$ cat config.mk
export PLATFORM = sky130hd
export DESIGN_NAME = int_ctrl
export DESIGN_NICKNAME = d
export VERILOG_FILES = /design/src/rtl/int_ctrl.sv
export SDC_FILE = /design/constraint.sdc
export NUM_CORES = 1
export LEC_CHECK = 0
export ABC_CLOCK_PERIOD_IN_PS = 2000
export BUFFER_PORTS_ARGS = -buffer_cell sky130_fd_sc_hd__buf_2
export CORE_MARGIN = 2
export CORE_UTILIZATION = 47
export DETAILED_ROUTE_END_ITERATION = 8
export PLACE_DENSITY = 0.8
export SKIP_CTS_REPAIR_TIMING = 1
export SLEW_MARGIN = 20
export SYNTH_ARGS = -nofsm -noshare
export SYNTH_HDL_FRONTEND = slang
export SYNTH_SLANG_ARGS = --single-unit
$ cat constraint.sdc
create_clock -name clk -period 2 [get_ports clk]
set_clock_uncertainty 0.15 [all_clocks]
set_input_delay 0.4 -clock clk [delete_from_list [all_inputs] [get_ports clk]]
set_output_delay 0.4 -clock clk [all_outputs]
set_load 0.01 [all_outputs]
$ cat src/rtl/int_ctrl.sv
// rtl/int_ctrl.sv - edge-triggered interrupt controller with fixed-priority grant, IDLE/REQ/SERV handshake.
// Define INT_CTRL_SYNC_EN to pass irq_in through a two-flop synchronizer before edge detection.
module int_ctrl #(
  parameter int N_SRC = 8
) (
  input  logic             clk,
  input  logic             RSTN,
  input  logic [N_SRC-1:0] irq_in,
  input  logic             we,
  input  logic [3:0]       addr,
  input  logic [31:0]      wdata,
  output logic [31:0]      rdata,
  input  logic             int_ack,
  output logic             INT,
  output logic [2:0]       int_id
);

  typedef enum logic [1:0] {IDLE, REQ, SERV} state_t;

  localparam logic [3:0] A_PEND  = 4'h0;
  localparam logic [3:0] A_MASK  = 4'h4;
  localparam logic [3:0] A_CLAIM = 4'h8;
  localparam logic [3:0] A_EOI   = 4'hC;

  // Edge detection stays off until the history reflects real samples, so a
  // line already high when reset releases does not look like a new edge.
`ifdef INT_CTRL_SYNC_EN
  localparam logic [1:0] WARM = 2'd3;
  logic [N_SRC-1:0] sync1_q, sync1_d, sync2_q, sync2_d;
  logic [N_SRC-1:0] irq_s;
  assign irq_s = sync2_q;
`else
  localparam logic [1:0] WARM = 2'd1;
  logic [N_SRC-1:0] irq_s;
  assign irq_s = irq_in;
`endif

  logic [N_SRC-1:0] prev_q, prev_d;
  logic [N_SRC-1:0] pend_q, pend_d;
  logic [N_SRC-1:0] mask_q, mask_d;
  logic [N_SRC-1:0] edge_v, elig, wr_clr, ack_clr;
  logic [1:0]       warm_q, warm_d;
  state_t           state_q, state_d;
  logic             int_q, int_d;
  logic [2:0]       id_q, id_d, win;
  logic             unused_wdata;

  assign unused_wdata = ^wdata[31:N_SRC];

  always_comb begin
`ifdef INT_CTRL_SYNC_EN
    sync1_d = irq_in;
    sync2_d = sync1_q;
`endif
    prev_d = irq_s;
    warm_d = (warm_q == WARM) ? warm_q : warm_q + 2'd1;
    edge_v = (warm_q == WARM) ? (irq_s & ~prev_q) : '0;
    elig   = pend_q & mask_q;
    win    = '0;
    for (int i = N_SRC - 1; i >= 0; i--) begin
      if (elig[i]) win = 3'(i);
    end
    wr_clr  = (we && addr == A_PEND) ? wdata[N_SRC-1:0] : '0;
    mask_d  = (we && addr == A_MASK) ? wdata[N_SRC-1:0] : mask_q;
    ack_clr = '0;
    state_d = state_q;
    int_d   = int_q;
    id_d    = id_q;
    unique case (state_q)
      IDLE: begin
        if (|elig) begin
          state_d = REQ;
          int_d   = 1'b1;
          id_d    = win;
        end
      end
      REQ: begin
        // Losing the granted bit before the ack drops the request outright.
        if (!elig[id_q]) begin
          state_d = IDLE;
          int_d   = 1'b0;
        end else if (int_ack) begin
          state_d       = SERV;
          int_d         = 1'b0;
          ack_clr[id_q] = 1'b1;
        end
      end
      SERV: begin
        if (we && addr == A_EOI) state_d = IDLE;
      end
      default: begin
        state_d = IDLE;
        int_d   = 1'b0;
      end
    endcase
    // New edges are ORed in last so a same-cycle set beats any clear.
    pend_d = (pend_q & ~wr_clr & ~ack_clr) | edge_v;
  end

  always_ff @(posedge clk or negedge RSTN) begin
    if (!RSTN) begin
`ifdef INT_CTRL_SYNC_EN
      sync1_q <= '0;
      sync2_q <= '0;
`endif
      prev_q  <= '0;
      warm_q  <= '0;
      pend_q  <= '0;
      mask_q  <= '0;
      state_q <= IDLE;
      int_q   <= 1'b0;
      id_q    <= '0;
    end else begin
`ifdef INT_CTRL_SYNC_EN
      sync1_q <= sync1_d;
      sync2_q <= sync2_d;
`endif
      prev_q  <= prev_d;
      warm_q  <= warm_d;
      pend_q  <= pend_d;
      mask_q  <= mask_d;
      state_q <= state_d;
      int_q   <= int_d;
      id_q    <= id_d;
    end
  end

  always_comb begin
    rdata = '0;
    case (addr)
      A_PEND:  rdata[N_SRC-1:0] = pend_q;
      A_MASK:  rdata[N_SRC-1:0] = mask_q;
      A_CLAIM: rdata = {state_q == SERV, 28'b0, id_q};
      default: rdata = '0;
    endcase
  end

  assign INT    = int_q;
  assign int_id = id_q;

endmodule

==> metrics <==
sequential power share=between 40% and 50%; port bufs=36; met1 usage=roughly a quarter; Max-cap violations=0; Clock transition at path regs=70 ps; Post-Synth Adder-Cell Area=0.687%; mux contribution to synthesized area=approximately 10%; RSZ-0062 raised after global routing=false; critical path startpoint=int_id[0]; crit end category=output port; share of the synthesized area in the top cell type=44.0%; WP data required=around 1500 ps; Num Clock Sinks=32; synthesized area per cell=9.44 um^2; CTS tree=done; die height=66.3 um; post-route minimum period=between 1500 and 2000 ps; combinational share of power=34.7%; total internal power=1.42 mW; largest family of logic cells by synthesized area=simple AND/OR/NAND/NOR gates; sw power=roughly 0.83 mW; Worst-Skew Late Latency=290 ps; pwr dens=1080 mW/mm^2; design area=0.00210 mm^2; number of DRC markers in iteration 0=72; critical path class=reg -> out; crit share post-route=between 90 and 100%; WP data arrival=1330 ps; post-route ant nets=0; Setup TNS=0 ps; Async S/R FF share, synth=100%; sequential area share after synthesis=between 40% and 50%; Clk pwr share=22.7%; multi-input logic area=882 um^2; die footprint=0.00439 mm^2; Root Buffer=clkbuf_8; GP Congestion=0.925; H-tree depth=2; initial core utilization=49.4%; sw frac=a little under two fifths; clock buffer depth=2; grt peak-use layer=met2; Non-Filler Instances=285; DRC=0; CTS Buf Count=5; crit path max fanout=12; Buf/Inv on CP=1; setup violators final=0; number of flops mapped to enable cells by yosys=0; Pre-Repair DR Iteration Count=4; initial antenna violation count=0; leading cell types in the layout, fill and taps excluded=36 x buf_2, 33 x nand2_1, 30 x dfrtp_1; ys flop type=dfrtp_1; Top-Level Pins=84; Peak VDD IR=0.509 mV; critical path depth=5; Total GRT Usage=19.9%; Slew HR=~53%; Worst Reg2Reg Path Length in Cells=5; YS warnings=0; dpl cell area=0.00200 mm^2; Post-Syn Area=around 0.0018 mm^2; Area Growth Syn to Fin=15.0%; dpl hpwl=2.90 mm; worst reg2reg path endpoint=pend_q[1]; ant diodes=0; crit path launch type=register; leading area contributor after synthesis=dfrtp_1; complex-gate fraction of the synthesized area=around a tenth; dpl cells=277; worst r2r src=int_id[0]; FF+latch count, synth=32; Mapped Cells=193; Core ar.=roughly 0.0037 mm^2; top cells by area, synth=dfrtp_1 44%, buf_4 9.5%, nand2_1 6.8%; register area=803 um^2; status=finished, final reports clean; Routed Wire Length=3.83 mm; first-pass GRT wire length=around 6.4 mm; average routed wire per standard cell=13.4 um; grt met3 use=5.45%; commonest non-fill, non-tap cell in the layout=buf_2; vias per cell=5.13; largest net degree at the start of global routing=33; largest stage delay on the critical path=490 ps; via total after detailed routing=1462; crit-path cells=mux2i_1 > nor2_1 > a21oi_1 > nor3_1 > buf_2; fraction of the mapped netlist area in simple logic gates=22.6%; Crit-path slowest cell=dfrtp_2; reg2reg setup slack=170 ps; endpoints failing hold=0; share of cells above drive strength 1=27.4%; timing-limited maximum frequency=531 MHz; vias in the first global route=about 1300; cell family with most CP delay=flip-flops; xor and xnor area share after synthesis=0.481%; Hold Crit Class=in -> async; Slew Limit Fails=0; Tightest Pin Transition=699 ps; Power Total=2.25 mW; grt total ovfl=0; met2 Use GR=30.5%; DIE WIDTH=66.3 um; Yosys cell types=37; FILL cells=353; FP Rows=22; Fin Hold WS=8.00 ps; leakage power total=0.974 nW; crit path to=rdata[0]; nets=around 290
cells by family (layout without fill, tap and decap cells):
| group | Yosys count | in the layout |
|---|---|---|
| XOR/XNOR | 1 | 1 |
| AO/OA/AOI/OAI | 28 | 28 |
| multiplexers | 17 | 17 |
| buffers and inverters | 32 | 54 |
| flip-flops | 32 | 32 |
| other | 1 | 23 |
| adder cells (fa/ha/maj) | 1 | 1 |
| AND/OR/NAND/NOR | 81 | 81 |
Yosys cell counts, types with 2 or more instances:
| cell type | number |
|---|---|
| nand2b_1 | 3 |
| nand2_1 | 33 |
| dfrtp_1 | 32 |
| nor2b_1 | 2 |
| o21ai_0 | 5 |
| mux2i_1 | 8 |
| clkbuf_1 | 3 |
| and2_1 | 3 |
| nand3b_1 | 8 |
| nor2_1 | 14 |
| mux2_2 | 9 |
| buf_4 | 23 |
| nor3_1 | 4 |
| buf_6 | 2 |
| o311ai_0 | 5 |
| nand3_1 | 8 |
| o22ai_1 | 3 |
| a21oi_1 | 7 |
| inv_1 | 3 |
state kept, by name (all words and copies together), names as in the netlist:
signal,cells
pend_q,8
warm_q,2
INT,1
int_id,3
state_q,2
prev_q,8
mask_q,8
routing by layer:
| layer | wire, um | up-vias | share of wire [%] |
|---|---|---|---|
| li1 | - | 708 | - |
| met1 | 1660 | 682 | 43 |
| met2 | 1770 | 67 | 46 |
| met3 | 332 | 5 | 8.7 |
| met4 | 62 | 0 | 1.6 |
| met5 | 0 | - | 0 |
worst min path at each step:
stage                     startpoint        end  slack [ps]  cells past startpoint
after global routing            RSTN  prev_q[2]          70                      1
after detailed placement   prev_q[6]  pend_q[6]         260                      1
after CTS                       RSTN  prev_q[2]          30                      1
after floorplan                 RSTN        INT         -50                      0
after global placement     prev_q[6]  pend_q[6]         250                      1
final                           RSTN  pend_q[0]           8                      1
area by class of cell:
| class | instances | share of cell area (%) |
|---|---|---|
| Multi-Input combinational cell | 151 | 42.1 |
| Sequential cell | 32 | 38.3 |
| Timing Repair Buffer | 43 | 11.7 |
| Clock buffer | 7 | 4.12 |
| Tap cell | 48 | 2.87 |
| Inverter | 3 | 0.537 |
| Clock inverter | 1 | 0.358 |
power by group through the flow:
stage          Sequential, mW  Clock [mW]  Combinational [mW]
2_1_floorplan           0.908           0               0.582
3_3_place_gp            0.956           0               0.761
3_5_place_dp            0.967           0               0.780
4_1_cts                 0.955       0.526               0.786
5_1_grt                 0.981       0.559               0.877
6_report                0.961       0.512               0.782
through the flow:
stage,util (%),setup slack (ps)
6_report,56.8,117
5_1_grt,56.8,31.4
2_1_floorplan,-,128
3_5_place_dp,54.2,80.1
4_1_cts,56.8,8.53
3_3_place_gp,54.2,95.8
Note: power is estimated with default switching activity, not from simulation.
